==> config.mk <==
export PLATFORM = sky130hd
export DESIGN_NAME = driver_conf_scheduler
export DESIGN_NICKNAME = d
export VERILOG_FILES = /design/src/rtl/drivers_conf_pkg.sv /design/src/rtl/conf_request_slot.sv /design/src/rtl/driver_conf_scheduler.sv
export SDC_FILE = /design/constraint.sdc
export NUM_CORES = 1
export LEC_CHECK = 0
export ABC_AREA = 1
export CORE_ASPECT_RATIO = 1.4
export CORE_MARGIN = 10
export CORE_UTILIZATION = 25
export DETAILED_ROUTE_END_ITERATION = 7
export SKIP_CTS_REPAIR_TIMING = 1
export SLEW_MARGIN = 20
export SYNTH_ARGS = -nofsm -noshare
export SYNTH_HDL_FRONTEND = slang
export SYNTH_SLANG_ARGS = --single-unit
==> constraint.sdc <==
create_clock -name clk_33 -period 1.6 [get_ports clk_33]
set_clock_uncertainty 0.1 [all_clocks]
set_input_delay 0.32 -clock clk_33 [delete_from_list [all_inputs] [get_ports clk_33]]
set_output_delay 0.32 -clock clk_33 [all_outputs]
set_load 0.05 [all_outputs]
==> src/rtl/drivers_conf_pkg.sv <==
// Shared types and defaults for the TLC5957 driver configuration path.
package drivers_conf_pkg;
  localparam int CONF_WIDTH = 48;
  localparam logic [CONF_WIDTH-1:0] DEFAULT_CONF = 48'h4A5A_0F1E_7C3D;

  typedef enum logic [1:0] {IDLE, WAIT_READY, COMMIT, HOLDOFF} conf_sched_state_t;
  typedef enum logic {SRC_SPI, SRC_DBG} conf_src_t;
endpackage

==> src/rtl/conf_request_slot.sv <==
// One-deep pending request buffer; a new request always replaces the old one.
module conf_request_slot #(
  parameter int              W         = 48,
  parameter bit              BOOT_PEND = 1'b0,
  parameter logic [W-1:0]    BOOT_DATA = '0
) (
  input  logic         clk_33,
  input  logic         nrst,
  input  logic         set,
  input  logic [W-1:0] data_in,
  input  logic         clear,
  output logic         pend,
  output logic [W-1:0] data_out,
  output logic         overwrite
);
  always_ff @(posedge clk_33 or negedge nrst) begin
    if (!nrst) begin
      pend     <= BOOT_PEND;
      data_out <= BOOT_DATA;
    end else if (set) begin
      pend     <= 1'b1;
      data_out <= data_in;
    end else if (clear) begin
      pend     <= 1'b0;
    end
  end

  // A request landing on the cycle its predecessor is granted is not a loss.
  assign overwrite = set & pend & ~clear;
endmodule

==> src/rtl/driver_conf_scheduler.sv <==
// Round-robin scheduler of SPI/debug configuration words toward driver_controller.
module driver_conf_scheduler #(
  parameter int                    CONF_WIDTH     = drivers_conf_pkg::CONF_WIDTH,
  parameter int                    HOLDOFF_CYCLES = 64,
  parameter logic [CONF_WIDTH-1:0] DEFAULT_CONF   = drivers_conf_pkg::DEFAULT_CONF,
  parameter bit                    BOOT_LOAD      = 1'b1
) (
  input  logic                  clk_33,
  input  logic                  nrst,
  input  logic [CONF_WIDTH-1:0] spi_conf,
  input  logic                  spi_conf_valid,
  input  logic [CONF_WIDTH-1:0] dbg_conf,
  input  logic                  dbg_conf_valid,
  input  logic                  dbg_restore,
  input  logic                  driver_ready,
  output logic [CONF_WIDTH-1:0] serialized_conf,
  output logic                  new_configuration_ready,
  output logic                  busy,
  output logic                  overrun,
  output logic                  last_src
);
  import drivers_conf_pkg::*;

  localparam int CW = (HOLDOFF_CYCLES > 1) ? $clog2(HOLDOFF_CYCLES) : 1;

  conf_sched_state_t     state, state_nxt;
  conf_src_t             src_q;
  logic [CW-1:0]         cnt;
  logic                  spi_pend, dbg_pend, spi_ow, dbg_ow;
  logic                  grant_spi, grant_dbg, dbg_set;
  logic [CONF_WIDTH-1:0] spi_data, dbg_data, dbg_in;

  assign dbg_set = dbg_conf_valid | dbg_restore;
  assign dbg_in  = dbg_restore ? DEFAULT_CONF : dbg_conf;

  conf_request_slot #(.W(CONF_WIDTH), .BOOT_PEND(1'b0), .BOOT_DATA(DEFAULT_CONF)) u_spi_slot (
    .clk_33(clk_33), .nrst(nrst), .set(spi_conf_valid), .data_in(spi_conf),
    .clear(grant_spi), .pend(spi_pend), .data_out(spi_data), .overwrite(spi_ow)
  );

  conf_request_slot #(.W(CONF_WIDTH), .BOOT_PEND(BOOT_LOAD), .BOOT_DATA(DEFAULT_CONF)) u_dbg_slot (
    .clk_33(clk_33), .nrst(nrst), .set(dbg_set), .data_in(dbg_in),
    .clear(grant_dbg), .pend(dbg_pend), .data_out(dbg_data), .overwrite(dbg_ow)
  );

  always_ff @(posedge clk_33 or negedge nrst) begin
    if (!nrst) state <= IDLE;
    else       state <= state_nxt;
  end

  always_comb begin
    state_nxt = state;
    grant_spi = 1'b0;
    grant_dbg = 1'b0;
    case (state)
      IDLE: begin
        // With both pending, the source not served last goes first.
        if (dbg_pend && (!spi_pend || src_q == SRC_SPI)) begin
          grant_dbg = 1'b1;
          state_nxt = WAIT_READY;
        end else if (spi_pend) begin
          grant_spi = 1'b1;
          state_nxt = WAIT_READY;
        end
      end
      WAIT_READY: if (driver_ready) state_nxt = COMMIT;
      COMMIT:     state_nxt = HOLDOFF;
      HOLDOFF:    if (cnt == '0) state_nxt = IDLE;
      default:    state_nxt = IDLE;
    endcase
  end

  always_ff @(posedge clk_33 or negedge nrst) begin
    if (!nrst) begin
      serialized_conf <= DEFAULT_CONF;
      src_q           <= SRC_DBG;
      cnt             <= '0;
      overrun         <= 1'b0;
    end else begin
      if (grant_spi) begin
        serialized_conf <= spi_data;
        src_q           <= SRC_SPI;
      end else if (grant_dbg) begin
        serialized_conf <= dbg_data;
        src_q           <= SRC_DBG;
      end
      if (state == COMMIT)                    cnt <= CW'(HOLDOFF_CYCLES - 1);
      else if (state == HOLDOFF && cnt != '0) cnt <= cnt - CW'(1);
      if (spi_ow | dbg_ow) overrun <= 1'b1;
    end
  end

  assign new_configuration_ready = (state == COMMIT);
  assign busy                    = (state != IDLE);
  assign last_src                = (src_q == SRC_DBG);
endmodule

Word-level counts from Yosys, hierarchy flattened

Cells that the tools add are included.

Bitwise logic cells: 9
Reduce and logical (&&, ||, !) cells: 13
Add/sub/neg operators: 1
Eq/ne operators: 6
Mux-type cells: 21

Operators with widths:

| cell                                                   | number |
|---|---|
| two-way mux 48 bit                                     | 3 |
| two-way mux 6 bit                                      | 2 |
| two-way mux 1 bit                                      | 11 |
| nonzero test 2 bit                                     | 5 |
| two-way mux 2 bit                                      | 4 |
| case mux 2 bit (4 select lines)                        | 1 |
| logical NOT 6 bit                                      | 1 |
| nonzero test 6 bit                                     | 1 |
| subtractor 6 x 1 -> 6 bit (second input constant)      | 1 |
| bitwise AND 1 bit                                      | 4 |
| == test 2 bit (second input constant)                  | 2 |
| inequality test 2 bit (second input constant)          | 2 |
| inequality test 3 x 2 -> 1 bit (second input constant) | 1 |
| NOT 1 bit                                              | 3 |
| AND reduction 3 bit                                    | 1 |
| == test 2 x 1 -> 1 bit (second input constant)         | 1 |
| logical AND 1 bit                                      | 2 |
| logical NOT 2 bit                                      | 1 |
| bitwise OR 1 bit                                       | 2 |
| logical NOT 1 bit                                      | 1 |
| logical OR 1 bit                                       | 1 |

Input bits: 102
Output and inout port bits: 52
Logic and storage cells: 59
Bits in registers: 156

Logic depth before layout (Yosys ltp)

Word-level depth: 8
Mapped depth: 7
Mapped depth without buffers: 7

Modules after synthesis

A second synthesis with hierarchy kept.

Cell total of the unflattened synthesis: 839
Area, all modules: 7015.5 um2

Modules (own cells, without submodules):

| module                         | cells each | area each (um2) | times used | sequential area each (um2) |
|---|---|---|---|---|
| driver_conf_scheduler          | 419        | 3220.6          | 1          | 1483.9 |
| conf_request_slot (u_dbg_slot) | 210        | 1898.1          | 1          | 1258.7 |
| conf_request_slot (u_spi_slot) | 210        | 1896.8          | 1          | 1257.5 |

Least setup slack after synthesis

Ideal clock, no wire load.

Kind: register -> register
From: register src_q, in the netlist last_src
To: register serialized_conf[1]
Cell stages (with the launch flop): 8
Arrival: 1385 ps
Path buffers: 2
Setup time: 132 ps
Slack: -16 ps
Data required time: 1368 ps
Clock period less this slack: 1616 ps
Cell sequence: dfstp_2 > nand2_1 > nand2_1 > nand3_2 > buf_6 > buf_6 > nand3_1 > o211ai_1

Word-level cells in the longest chain between the ends: 6
Elaborated cells on any way between the ends: 9
Those cells by class: mux (5); bitwise (1); reduce/logical (3)

Ends and longest elaborated chain:

| item                                                            | line                        | source |
|---|---|---|
| start, declared                                                 | driver_conf_scheduler.sv:27 | `conf_src_t src_q;` |
| start signal, assigned                                          | driver_conf_scheduler.sv:76 | `src_q <= SRC_DBG;` |
| start signal, assigned                                          | driver_conf_scheduler.sv:82 | `src_q <= SRC_SPI;` |
| start signal, assigned                                          | driver_conf_scheduler.sv:85 | `src_q <= SRC_DBG;` |
| NOT 1 bit *                                                     | driver_conf_scheduler.sv:58 | `if (dbg_pend && (!spi_pend \|\| src_q == SRC_SPI)) begin` |
| logical OR 1 bit *                                              | driver_conf_scheduler.sv:58 |  |
| logical AND 1 bit *                                             | driver_conf_scheduler.sv:58 |  |
| two-way mux 1 bit                                               | driver_conf_scheduler.sv:58 |  |
| two-way mux 1 bit                                               | driver_conf_scheduler.sv:55 | `case (state)` |
| two-way mux 48 bit / nonzero test 2 bit (equally long branches) | --                          |  |
| end signal, assigned                                            | driver_conf_scheduler.sv:81 | `serialized_conf <= spi_data;` |
| end signal, assigned                                            | driver_conf_scheduler.sv:84 | `serialized_conf <= dbg_data;` |
| end, declared                                                   | driver_conf_scheduler.sv:16 | `output logic [CONF_WIDTH-1:0] serialized_conf,` |

Every way passes the cells marked *; elsewhere a longest branch is shown, timed or not.
A chain may end at the register's enable or synchronous reset.

Worst setup path in the final report

From: register state[0]
To: output port new_configuration_ready

Word-level cells in the longest chain between the ends: 1

Ends and longest elaborated chain:

| item                   | line                        | source |
|---|---|---|
| start, declared        | driver_conf_scheduler.sv:26 | `conf_sched_state_t state, state_nxt;` |
| start signal, assigned | driver_conf_scheduler.sv:48 | `else state <= state_nxt;` |
| == test 2 bit          | driver_conf_scheduler.sv:93 | `assign new_configuration_ready = (state == COMMIT);` |
| end, declared          | driver_conf_scheduler.sv:17 | `output logic new_configuration_ready,` |

No other way between the ends.

==> qor.csv <==
metric,value,unit
power,19060,µW
r2r-start,last_src,
intPower,11760,µW
synth_area_leader_cell,dfstp_2,
hp-class,in2reg,
p_clk_frac,0.218,
grt_start_max_net_pins,40,
setup_violations,3,
final_util,0.3808,
reg2regPathDepth,6,
yosys_warnings,0,
status,"complete, but fails checks",
tightestPinTransition,371.1,ps
num_vias,5330,
cp-start-kind,flop,
wl_per_cell,16.29,µm
clk-insertion-delay-late,420,ps
gp_congestion,0.7289,
clk_pin_slew,60,ps
leakagePower,0.004472,µW
antenna_found_initial,0,
max_freq,0.5858,GHz
finalNonFillerCells,1210,
async_reset_ff_frac,1.000,
slew_headroom,0.7526,
hold-worst-slack,136.0,ps
drive_gt1_frac,0.2452,
setup_ws,-107.0,ps
min_path_cells,3,
power.density,1924,nW/µm²
yosysSeqAreaShare,0.6103,
clock_path_buffers,2,
synth_top_area_frac,0.3087,
dpl.cell_count,1174,
std_cell_rows,70,
grt_pass1_wl,31460,µm
vias_per_cell,4.405,
synth_area_leaders,"dfstp_2 31%, dfrtp_1 30%, nand2_1 13%",
fp.dieW,156.8,µm
routed_wl,19710,µm
io_pins,154,
nNetsFinal,981,
overflow,0,
cts_made_buffers,17,
hold_start,spi_conf_valid,
peakVddDrop,856.7,µV
period_share,1.067,
endpoint_kind,output port,
crit_required,1180,ps
drt-initial-drc-count,230,
route.detailed.drc,0,
seqPwrFrac,0.315,
ys_top_cells_by_count,"227 x nand2_1, 79 x dfrtp_1, 77 x dfstp_2, 66 x inv_1, 60 x nand3_1",
fin_crit,1707,ps
cp.arrival,1290,ps
dieArea,33180,µm²
synth_edf_count,0,
violations,setup timing,
reg2reg_slack,70,ps
port_buffers,153,
reg2reg_to,serialized_conf[28],
critical_path_class,reg2out,
worstPathMaxFanout,4,
htreeDepth,4,
syn_to_final_growth,51.15,%
ant_nets,0,
final_hold_viol_count,0,
finalMaxSlewViolations,0,
synth_area,6554,µm²
maxCapViolCount,0,
coreArea,26010,µm²
avgSynthCellArea,9.389,µm²
pwr-share-comb,0.467,
clock-sinks,156,
ys.flop_type,dfrtp_1,
rsz0062_at_grt,yes,
gr-usage-all-layers,0.1220,
switchingPower,7300,µW
hpwl,14630,µm
yosysMostFrequentCell,nand2_1,
synth_cell_types,27,
netlist_instances,698,
first_pass_iters,4,
first_global_vias,5667,
p_sw_frac,0.3830,
root_buffer,clkbuf_16,
min_to,u_spi_slot.data_out[38],
synth_nets,807,
ys_seq_elements,156,
cts_tree,yes,
die_h,211.6,µm
initial_core_util,0.2519,
[power by group through the flow]
stage	registers, µW	logic (µW)	clock network [µW]
after floorplan	7660	2790	0
after global placement	6040	8700	0
after detailed placement	6060	8840	0
after CTS	6010	8850	4270
after global routing	6100	9560	4450
final	6010	8900	4150
[kinds of logic after synthesis]
logic type,after synthesis,synth area share
DFF,156,0.6103
buffers and inverters,107,0.07236
adders and majority gates,7,0.01336
and+or+nand+nor,321,0.1995
AOI/OAI and AO/OA,107,0.1044
[layout by cell type (no fill, tap or decap), types with 2 or more instances in the layout]
cell type	synthesis	final
o21ai_0	29	29
nand3_1	60	59
clkinv_4	0	4
nand3_4	0	2
o211ai_1	48	48
a31oi_1	2	2
dfstp_2	77	77
clkbuf_8	0	2
nand4_1	3	3
bufinv_16	0	2
clkbuf_16	0	18
a21oi_1	20	20
inv_1	66	63
dfrtp_1	79	79
nor2_1	25	25
clkinvlp_4	0	4
or2_2	2	2
clkdlybuf4s50_1	0	99
nand2_1	227	225
a22o_1	2	2
ha_4	0	2
ha_1	7	5
buf_6	4	5
buf_4	7	25
inv_2	2	5
nand2_2	1	3
buf_12	0	62
o22a_1	5	5
[state kept, by name (all words and copies together) (netlist names)]
register,flops
overrun,1
last_src,1
serialized_conf,48
u_spi_slot.pend,1
cnt,6
u_dbg_slot.data_out,48
u_spi_slot.data_out,48
state,2
u_dbg_slot.pend,1
[per-stage QoR]
| step | TNS [ps] | area, µm² | setup slack, ps |
|---|---|---|---|
| finish | -214.3 | 9906 | -107.0 |
| global route | -459.2 | 9903 | -156.5 |
| CTS | -2944 | 9826 | -291.8 |
| detailed placement | -1398 | 9210 | -61.67 |
| global placement | -84.00 | 9210 | -16.11 |
| floorplan | -243.8 | 6556 | -16.26 |
[how the worst max path moves through the flow]
stage | from | to | depth (start not counted)
5_1_grt | state[0] | new_configuration_ready | 4
3_5_place_dp | state[0] | serialized_conf[43] | 7
4_1_cts | state[0] | busy | 4
3_3_place_gp | state[0] | serialized_conf[46] | 7
2_1_floorplan | last_src | serialized_conf[1] | 7
6_report | state[0] | new_configuration_ready | 4
[final cells by class]
class	count	area [µm²]
Multi-Input combinational cell	435	2130
Tap cell	324	405.4
Inverter	69	261.5
Antenna cell	1	2.502
Timing Repair Buffer	193	2491
Sequential cell	156	4000
Clock buffer	21	481.7
Fill cell	2574	16110
Clock inverter	11	133.9
[routing by layer]
layer | track usage | part of all wire | vias up
met5 | 0 | 0 | -
met4 | 0.03589 | 0.011 | 0
met3 | 0.04224 | 0.067 | 11
met2 | 0.2101 | 0.51 | 136
met1 | 0.1388 | 0.41 | 2579
li1 | - | - | 2604
[worst max-delay path, stage by stage, from the launching register on]
cell,delay (ps)
dfrtp_1,380
inv_2,90
buf_6,100
ha_4,150
buf_12,140
Power figures use the tool's default switching activity.
